$ cat src/rtl/uart_pkg.sv
// Shared definitions for the serial receive path: state encoding, default bit
// timing and the parity check used by the receiver FSM.
package uart_pkg;

    localparam int DEFAULT_CLKS_PER_BIT = 868;

    typedef enum logic [2:0] {
        IDLE   = 3'd0,
        START  = 3'd1,
        DATA   = 3'd2,
        PARITY = 3'd3,
        STOP   = 3'd4,
        BREAK  = 3'd5,
        DONE   = 3'd6
    } state_t;

    // Returns 1 when the received parity bit disagrees with the selected sense.
    function automatic logic parity_mismatch(input logic [7:0] data,
                                             input logic       pbit,
                                             input logic       odd);
        return ((^data) ^ pbit) != odd;
    endfunction

endpackage

$ cat src/rtl/uart_rx_fsm_sync_2ff.sv
// Two-flop synchronizer for a single asynchronous input; the reset value is
// selectable so idle-high lines come out of reset idle.
module sync_2ff #(
    parameter logic RST_VAL = 1'b1
) (
    input  logic clk,
    input  logic rst_n,
    input  logic d,
    output logic q
);

    logic meta_reg;

    always_ff @(posedge clk or negedge rst_n) begin
        if (!rst_n) begin
            meta_reg <= RST_VAL;
            q        <= RST_VAL;
        end else begin
            meta_reg <= d;
            q        <= meta_reg;
        end
    end

endmodule

$ cat src/rtl/uart_rx_fsm.sv
// UART receiver (8 data bits, optional parity, 1 stop bit) with a valid/ready
// output port, one-cycle error pulses and a sticky overrun flag.
module uart_rx_fsm
    import uart_pkg::*;
#(
    parameter int CLKS_PER_BIT = DEFAULT_CLKS_PER_BIT,
    parameter bit PARITY_EN    = 1'b0,
    parameter bit PARITY_ODD   = 1'b0
) (
    input  logic       clk,
    input  logic       rst_n,
    input  logic       rxd,
    output logic [7:0] rx_data,
    output logic       rx_valid,
    input  logic       rx_ready,
    output logic       frame_err,
    output logic       parity_err,
    output logic       overrun
);

    localparam int            CW        = $clog2(CLKS_PER_BIT);
    localparam logic [CW-1:0] HALF_LAST = CW'(CLKS_PER_BIT / 2 - 1);
    localparam logic [CW-1:0] FULL_LAST = CW'(CLKS_PER_BIT - 1);

    logic          rxd_s;
    logic          rxd_d;
    state_t        state_reg;
    logic [CW-1:0] cnt_reg;
    logic [2:0]    bit_idx_reg;
    logic [7:0]    shift_reg;
    logic          par_bad_reg;
    logic          rearm_reg;
    logic          start_seen;

    sync_2ff #(.RST_VAL(1'b1)) u_sync (
        .clk   (clk),
        .rst_n (rst_n),
        .d     (rxd),
        .q     (rxd_s)
    );

    always_ff @(posedge clk or negedge rst_n) begin
        if (!rst_n) rxd_d <= 1'b1;
        else        rxd_d <= rxd_s;
    end

    // A start bit that began while DONE was still draining has no visible
    // edge any more, so DONE arms IDLE to accept a plain low level once.
    assign start_seen = !rxd_s && (rxd_d || rearm_reg);

    always_ff @(posedge clk or negedge rst_n) begin
        if (!rst_n) begin
            state_reg   <= IDLE;
            cnt_reg     <= '0;
            bit_idx_reg <= '0;
            shift_reg   <= '0;
            par_bad_reg <= 1'b0;
            rearm_reg   <= 1'b0;
            rx_data     <= '0;
            rx_valid    <= 1'b0;
            frame_err   <= 1'b0;
            parity_err  <= 1'b0;
            overrun     <= 1'b0;
        end else begin
            frame_err  <= 1'b0;
            parity_err <= 1'b0;
            if (rx_valid && rx_ready)
                rx_valid <= 1'b0;

            case (state_reg)
                IDLE: begin
                    rearm_reg   <= 1'b0;
                    par_bad_reg <= 1'b0;
                    cnt_reg     <= '0;
                    if (start_seen)
                        state_reg <= START;
                end
                START: begin
                    if (cnt_reg == HALF_LAST) begin
                        cnt_reg     <= '0;
                        bit_idx_reg <= '0;
                        state_reg   <= rxd_s ? IDLE : DATA;
                    end else begin
                        cnt_reg <= cnt_reg + 1'b1;
                    end
                end
                DATA: begin
                    if (cnt_reg == FULL_LAST) begin
                        cnt_reg     <= '0;
                        shift_reg   <= {rxd_s, shift_reg[7:1]};
                        bit_idx_reg <= bit_idx_reg + 1'b1;
                        if (bit_idx_reg == 3'd7)
                            state_reg <= PARITY_EN ? PARITY : STOP;
                    end else begin
                        cnt_reg <= cnt_reg + 1'b1;
                    end
                end
                PARITY: begin
                    if (cnt_reg == FULL_LAST) begin
                        cnt_reg     <= '0;
                        par_bad_reg <= parity_mismatch(shift_reg, rxd_s, PARITY_ODD);
                        state_reg   <= STOP;
                    end else begin
                        cnt_reg <= cnt_reg + 1'b1;
                    end
                end
                STOP: begin
                    if (cnt_reg == FULL_LAST) begin
                        cnt_reg <= '0;
                        if (rxd_s) begin
                            state_reg <= DONE;
                        end else begin
                            frame_err <= 1'b1;
                            state_reg <= BREAK;
                        end
                    end else begin
                        cnt_reg <= cnt_reg + 1'b1;
                    end
                end
                BREAK: begin
                    if (rxd_s)
                        state_reg <= DONE;
                end
                DONE: begin
                    parity_err <= par_bad_reg;
                    rearm_reg  <= 1'b1;
                    // An unread byte still in the output register wins; the new one is dropped.
                    if (!rx_valid || rx_ready) begin
                        rx_data  <= shift_reg;
                        rx_valid <= 1'b1;
                    end else begin
                        overrun <= 1'b1;
                    end
                    state_reg <= IDLE;
                end
                default: state_reg <= IDLE;
            endcase
        end
    end

endmodule

$ cat config.mk
export PLATFORM = sky130hd
export DESIGN_NAME = uart_rx_fsm
export DESIGN_NICKNAME = d
export VERILOG_FILES = /design/src/rtl/uart_pkg.sv /design/src/rtl/uart_rx_fsm_sync_2ff.sv /design/src/rtl/uart_rx_fsm.sv
export SDC_FILE = /design/constraint.sdc
export NUM_CORES = 1
export LEC_CHECK = 0
export ABC_CLOCK_PERIOD_IN_PS = 2200
export CAP_MARGIN = 20
export CORE_MARGIN = 2
export CORE_UTILIZATION = 45
export CTS_CLUSTER_DIAMETER = 200
export DETAILED_ROUTE_END_ITERATION = 16
export PLACE_DENSITY = 0.69
export SYNTH_ARGS = -nofsm -noshare
export SYNTH_HDL_FRONTEND = slang
export SYNTH_SLANG_ARGS = --single-unit
$ cat constraint.sdc
create_clock -name clk -period 2.2 [get_ports clk]
set_input_delay 0.22 -clock clk [delete_from_list [all_inputs] [get_ports clk]]
set_output_delay 0.22 -clock clk [all_outputs]
set_load 0.02 [all_outputs]
==> After elaboration in Yosys (flattened, before gate mapping) <==
Index checks and enable logic that the tools add are counted.
Widths: inputs -> output; s select.
{ "word_totals": {"reg_bits": 41, "in_bits": 4, "out_inout_bits": 12, "wordCells": 79} }
{ "classes": {"n_addsub": 2, "eq_ne": 16, "n_mux": 26, "bitwise_logic": 2, "n_reduce_logical": 19} }
{ "op_table": {"columns": ["cell", "count"], "rows": [
  ["$pmux 10 s3", 1],
  ["$mux 3", 9],
  ["$mux 10", 2],
  ["$pmux 3 s6", 1],
  ["$eq 3x3->1 const B", 4],
  ["$ne 2x2->1 const B", 6],
  ["$add 10x1->10 const B", 1],
  ["$eq 10x10->1 const B", 1],
  ["$eq 10x9->1 const B", 1],
  ["$mux 1", 8],
  ["$reduce_and 2->1", 4],
  ["$reduce_xor 8->1", 1],
  ["$reduce_and 7->1", 1],
  ["$eq 3x2->1 const B", 2],
  ["$pmux 3 s2", 1],
  ["$reduce_bool 2->1", 3],
  ["$mux 2", 2],
  ["$pmux 1 s2", 2],
  ["$add 3x1->3 const B", 1],
  ["$eq 3x1->1 const B", 1],
  ["$logic_not 3->1", 1],
  ["$reduce_and 3->1", 1],
  ["$reduce_bool 3->1", 1],
  ["$reduce_or 3->1", 1],
  ["6 further kinds", 9]
]} }

==> Longest topological paths before layout <==
Gate-level depths: netlist of the first run.
{ "logic_depth": {"ltp_word": 4, "mapped_depth": 9, "depth_no_buf": 8} }

==> By module <==
From an unflattened synthesis of the first run, not the netlist that was laid out.
{ "unflattened": {"cells_unflattened": 184, "hier_area_um2": 2108.3} }
{ "modules_own_cells": {"columns": ["mod", "instances", "cells_each", "area_per_inst_um2", "seq_area_each_um2"], "rows": [
  ["uart_rx_fsm", 1, 182, 2055.7, 977.2],
  ["sync_2ff", 1, 2, 52.6, 52.6]
]} }

==> Least setup slack after synthesis of the first run <==
Ideal clock, no wire load.
{ "synth_timing": {"kind": "register to register", "startpoint": "reg cnt_reg[0]", "endpoint": "reg state_reg[0]", "setup_time_ns": 0.128, "arrival_ns": 1.861, "required_time_ns": 2.072, "path_slack_ns": 0.211, "path_stages_with_launch": 8, "path_buffers": 0, "synth_period_minus_slack_ns": 1.989, "cell_sequence": "dfrtp_1 > ha_1 > nand4b_1 > nor3b_2 > o211ai_1 > a31oi_2 > nor3b_2 > mux2_1"} }
{ "synth_between": {"elab_chain_len": 3, "word_cells_on_any_way": 7, "classes_between": "eq/ne (6); reduce/logical (1)"} }
{ "synth_lines": {"columns": ["element", "line_no", "text"], "rows": [
  ["from (decl)", "uart_rx_fsm.sv:28", "logic [CW-1:0] cnt_reg;"],
  ["from (signal assigned)", "uart_rx_fsm.sv:84", "cnt_reg <= cnt_reg + 1'b1;"],
  ["from (signal assigned)", "uart_rx_fsm.sv:95", "cnt_reg <= cnt_reg + 1'b1;"],
  ["from (signal assigned)", "uart_rx_fsm.sv:104", "cnt_reg <= cnt_reg + 1'b1;"],
  ["$eq 10x10->1 or $eq 10x9->1 (tied branches)", null, null],
  ["$ne 2x2->1 (no line)", null, null],
  ["$reduce_and 7->1 (no line) (*)", null, null],
  ["to (signal assigned)", "uart_rx_fsm.sv:82", "state_reg <= rxd_s ? IDLE : DATA;"],
  ["to (signal assigned)", "uart_rx_fsm.sv:93", "state_reg <= PARITY_EN ? PARITY : STOP;"],
  ["to (decl)", "uart_rx_fsm.sv:27", "state_t state_reg;"]
]} }
Every way passes the cells marked *; elsewhere a longest branch is shown, timed or not.
A chain may end at the register's enable or synchronous reset.

==> Final worst setup path of the first run <==
{ "layout_timing": {"startpoint": "reg cnt_reg[1]", "endpoint": "reg state_reg[0]"} }
Same word-level chain as after synthesis.

==> run_results.csv, run 1 <==
group,metric,value,unit
die,die-area,0.00495,mm²
synth,synth_nets,182,
finish,nFillCells,376,
finish,syn_to_final_growth,18.5,%
die,start_util,46.2,%
place,placed_area,0.00220,mm²
clocking,cts_sinks,41,
synth,synth_warnings,0,
place,dp_hpwl,2.63,mm
synth,synth_top_area_share,48.0,%
place,routabilityCongestion,0.863,
sta,fmax,0.475,GHz
detailed_routing,wire_per_inst,15.3,µm
synth,yosysUniqueCellTypes,41,
clocking,cts.path.max_buffers,2,
clocking,clock_latency,0.29,ns
power,power,2.14,mW
detailed_routing,ant_nets,0,
sta,max_slew_margin,40.9,%
clocking,cts_tree,"done",
detailed_routing,first_iter_violations,82,
synth,synth_most_common_cell,"dfrtp_1",
clocking,root_buffer,"clkbuf_8",
power,irDropWorstVdd,0.000426,V
sta,period_share,95.7,%
synth,yosysTopAreaCell,"dfrtp_1",
global_route,grtUsageTotal,16.5,%
outcome,status,"complete, no violations",
detailed_routing,finalWirelength,3.86,mm
global_route,grt_pass1_vias,1376,
power,power_density,911,mW/mm²
synth,yosys-top-cells-count,"dfrtp_1 (38), mux2_2 (17), nand2_1 (11)",
finish,final_util,54.7,%
power,leakagePower,1.13,nW
die,pin_count,16,
synth,synth_area_leaders,"dfrtp_1 (48%), mux2_2 (9.7%), dfstp_2 (4.0%)",
global_route,grt_overflow,0,
synth,netlist_area,0.00198,mm²
synth,avgSynthCellArea,11.4,µm²
die,die_w,70.4,µm
setup_path,criticalPathCategory,"flip-flop to flip-flop",
synth,synth_edf_count,0,
global_route,grt_pass1_wl,6.43,mm
sta,tns,0,ns
clocking,clk_pin_slew,0.08,ns
clocking,cts_max_level,2,
synth,ys.flop_type,"dfrtp_1",
sta,setup_viol,0,
min_path,hold_class,"input pin to asynchronous set/reset pin",
die,num_rows,24,
global_route,grt_max_degree,42,
flow_run,drv_cap,0,
detailed_routing,via_per_inst,5.56,
synth,synthCells,174,
setup_path,end_kind,"flip-flop",
detailed_routing,routed-via-count,1400,
die,fp.dieH,70.4,µm
setup_path,crit_path_max_fanout,4,
setup_path,crit_path_start_kind,"flip-flop",
detailed_routing,drt_pass1_iterations,4,
finish,nets,207,
sta,max_slew.worst_pin.slew,0.887,ns
detailed_routing,drcViolationCount,0,
synth,synth-seq-area-share,52.0,%
synth,ys_ff_latch,41,
sta,final_max_slew_viol_count,0,
place,place.port_buffers,15,
clocking,cts_made_buffers,5,
sta,final_hold_viol_count,0,
sta,rsz0062_at_grt,"true",
die,coreArea,0.00429,mm²
global_route,antenna_found_initial,0,
sta,clock_skew,0.00402,ns
clocking,holdBufCountCts,0,
sta,whs,0.0482,ns
setup_path,cp.required,2.37,ns
setup_path,arrival,2.28,ns
sta,min_period,2.11,ns
finish,largest_reg_flops,10,
finish,final_area,0.00235,mm²
finish,layout-drive-gt1-share,22.0,%
finish,antenna_cells,0,
synth,async_reset_ff_share,100,%
==> critical path, cell delays in order, from the launching register on <==
cell      delay, ns
dfrtp_1        0.37
ha_2           0.21
nand4b_1       0.14
nor3b_4        0.29
o211ai_1       0.15
a31oi_2        0.22
nor3b_4        0.26
mux2_1         0.35
==> worst paths after layout <==
kind / from / endpoint / slack, ns / depth (start not counted)
min reg2reg: u_sync.meta_reg$_DFF_PN1_ / u_sync.q$_DFF_PN1_ / 0.37 / 0
max: cnt_reg[1]$_DFFE_PN0P_ / state_reg[0]$_DFFE_PN0P_ / 0.09 / 7
max in group asynchronous: rst_n / bit_idx_reg[0]$_DFFE_PN0P_ / 1.60 / 1
min in group clk: rxd / u_sync.meta_reg$_DFF_PN1_ / 0.37 / 1
max reg2reg: cnt_reg[1]$_DFFE_PN0P_ / state_reg[0]$_DFFE_PN0P_ / 0.09 / 7
min: rst_n / cnt_reg[4]$_DFFE_PN0P_ / 0.05 / 1
==> layout by cell type, fill, tap and decap left out, types with 2 or more instances in the layout <==
master	n
nor3b_4	2
a22o_1	2
buf_4	11
inv_1	4
nand3b_1	2
a21o_1	5
nor3b_1	5
a21oi_1	5
ha_1	3
nand4b_1	2
o21ai_0	10
nand2_1	11
clkdlybuf4s50_1	14
nand2b_1	3
dfrtp_1	38
dfstp_2	3
nor2_1	9
mux2_1	2
mux2_2	17
mux2i_1	2
clkbuf_8	6
and3_1	8
xor2_1	4
nor3_1	5
xnor2_1	7
==> area by class of cell <==
type	count	area, µm²	area share, %
multi-input cells	121	917	39.1
well taps	52	65.1	2.77
clock buffers	7	86.3	3.68
repair buffers	26	228	9.70
flip-flops and latches	41	1030	43.8
clock inverters	1	7.51	0.320
inverters	4	15.0	0.639
==> per-layer routing <==
metal	GRT usage (%)	up-vias	share of wire, %
met1	21.2	696	44
met5	0	-	0
li1	-	667	-
met3	4.91	7	3.9
met2	25.7	30	51
met4	7.26	0	1.5
==> power breakdown <==
part	total (mW)	internal, mW	leakage (nW)	switching (mW)
combinational	0.724	0.312	0.536	0.412
clock	0.505	0.255	0.0445	0.250
sequential	0.911	0.826	0.554	0.0850
total	2.14	1.39	1.13	0.747
==> timing repair <==
action,in CTS,in global routing
setup buffers,0,5
gates resized for setup,0,3
hold endpoints to repair,0,0
endpoints found under the setup margin,0,7
==> metrics by stage <==
stage               cells  setup slack (ns)
detailed placement    239            0.0219
floorplan             174             0.211
global placement      239             0.158
global route          252           -0.0290
CTS                   247            0.0137
finish                252            0.0948
==> cells by family after synthesis <==
group           count (synthesis)  synth area share, %
mux                            21                 11.8
fa+ha+maj                       4                 2.53
compound gates                 33                 11.0
buf+inv                        12                 2.52
flops                          41                 52.0
xor+xnor                       11                 4.86
simple gates                   52                 15.3
(Power assumes the default switching activity.)
==> inputs of run 2 (changes only) <==
--- a/config.mk
+++ b/config.mk
@@ -11,6 +11,7 @@
 export CORE_UTILIZATION = 45
 export CTS_CLUSTER_DIAMETER = 200
 export DETAILED_ROUTE_END_ITERATION = 16
+export HOLD_SLACK_MARGIN = 0.15
 export PLACE_DENSITY = 0.69
 export SYNTH_ARGS = -nofsm -noshare
 export SYNTH_HDL_FRONTEND = slang
==> run 2 against run 1 <==
Critical path depth is the same. Clock-buffer cell count is the same. Total power grew 0.22%.
==> run_results.csv, run 2 (synthesized netlist as in run 1, its figures left out) <==
group,metric,value,unit
outcome,status,"complete, no violations",
clocking,root_buffer,"clkbuf_8",
detailed_routing,drcViolationCount,0,
sta,max_slew.worst_pin.slew,0.889,ns
die,pin_count,16,
place,routabilityCongestion,0.863,
finish,antenna_cells,0,
clocking,cts.path.max_buffers,2,
sta,period_share,95.7,%
global_route,grtUsageTotal,16.5,%
finish,mostFrequentLayoutCells,"dfrtp_1 (38), mux2_2 (17), clkdlybuf4s50_1 (14)",
clocking,cts_tree,"done",
detailed_routing,wire_per_inst,15.3,µm
power,power_density,909,mW/mm²
sta,final_hold_viol_count,0,
global_route,grt_pass1_wl,6.43,mm
clocking,cts_made_buffers,5,
die,coreArea,0.00429,mm²
finish,nets,208,
sta,min_period,2.10,ns
clocking,cts_sinks,41,
setup_path,arrival,2.28,ns
clocking,cts_max_level,2,
global_route,grt_overflow,0,
min_path,hold_class,"input pin to flip-flop",
detailed_routing,ant_nets,0,
detailed_routing,routed-via-count,1400,
global_route,grt_pass1_vias,1376,
die,fp.dieH,70.4,µm
sta,fmax,0.475,GHz
setup_path,cp.required,2.37,ns
detailed_routing,finalWirelength,3.87,mm
sta,max_slew_margin,40.8,%
sta,final_max_slew_viol_count,0,
sta,rsz0062_at_grt,"true",
finish,layout-drive-gt1-share,21.9,%
global_route,antenna_found_initial,0,
detailed_routing,met3_length,138,µm
setup_path,crit_path_start_kind,"flip-flop",
finish,syn_to_final_growth,19.0,%
die,start_util,46.2,%
detailed_routing,via_per_inst,5.53,
power,irDropWorstVdd,0.000426,V
clocking,clock_latency,0.29,ns
flow_run,drv_cap,0,
finish,largest_reg_flops,10,
global_route,grt_max_degree,42,
power,leakagePower,1.14,nW
place,dp_hpwl,2.63,mm
die,die_w,70.4,µm
detailed_routing,routed-wl-met2,1.97,mm
detailed_routing,top_layer,"met4",
sta,whs,0.365,ns
setup_path,end_kind,"flip-flop",
detailed_routing,first_iter_violations,109,
sta,setup_viol,0,
place,place.port_buffers,15,
setup_path,crit_path_max_fanout,4,
setup_path,criticalPathCategory,"flip-flop to flip-flop",
power,power,2.14,mW
sta,clock_skew,0.00402,ns
finish,final_common_cell,"dfrtp_1",
die,die-area,0.00495,mm²
die,num_rows,24,
detailed_routing,drt_pass1_iterations,4,
detailed_routing,m1WireLength,1.69,mm
clocking,clk_pin_slew,0.08,ns
## run 2: cell count changes in the layout (fill, tap and decap cells not counted), sizes merged
cell / previous run / this run
dlygate4sd3: 0 / 1
## run 2: layout make-up
cell class / count / area, µm²
Clock buffer: 7 / 86.3
Timing Repair Buffer: 27 / 238
Inverter: 4 / 15.0
Multi-Input combinational cell: 121 / 917
Tap cell: 52 / 65.1
Fill cell: 375 / 1940
Sequential cell: 41 / 1030
Clock inverter: 1 / 7.51
## run 2: metal layers
layer,GRT usage [%],vias up
met4,7.26,0
met2,25.7,26
met5,0,-
met1,21.2,697
li1,-,668
met3,4.91,9
## run 2: worst paths after layout
path | startpoint | endpoint | slack [ns] | depth (start not counted)
setup / recovery | cnt_reg[1]$_DFFE_PN0P_ | state_reg[0]$_DFFE_PN0P_ | 0.1 | 7
hold / removal | rxd | u_sync.meta_reg$_DFF_PN1_ | 0.36 | 1
setup reg to reg | cnt_reg[1]$_DFFE_PN0P_ | state_reg[0]$_DFFE_PN0P_ | 0.1 | 7
hold reg to reg | u_sync.meta_reg$_DFF_PN1_ | u_sync.q$_DFF_PN1_ | 0.37 | 0
max in group asynchronous | rst_n | bit_idx_reg[0]$_DFFE_PN0P_ | 1.06 | 2
min in group asynchronous | rst_n | frame_err$_DFF_PN0_ | 0.59 | 2
## run 2: what timing repair did
item,4_1_cts,5_1_grt
gates resized for setup,0,3
hold buffers,1,0
endpoints found under the setup margin,0,7
hold endpoints to repair,38,0
buffers inserted,0,5
## run 2: through the flow
step	setup slack [ns]	setup TNS, ns	utilization, %	std cells	cell area (µm²)
floorplan	0.211	0	-	174	1980
global placement	0.158	0	51.3	239	2200
detailed placement	0.0219	0	51.3	239	2200
CTS	0.0137	0	53.7	248	2310
global route	-0.0290	-0.0561	54.9	253	2360
finish	0.0956	0	54.9	253	2360
## run 2: power by group
group | switching [mW] | internal, mW
clock | 0.251 | 0.255
sequential | 0.0865 | 0.826
combinational | 0.414 | 0.313
total | 0.751 | 1.39
## run 2: critical path: stages, from the launching register on
cell      delay (ns)
dfrtp_1         0.37
ha_2            0.21
nand4b_1        0.14
nor3b_4         0.29
o211ai_1        0.15
a31oi_2         0.22
nor3b_4         0.26
mux2_1          0.35
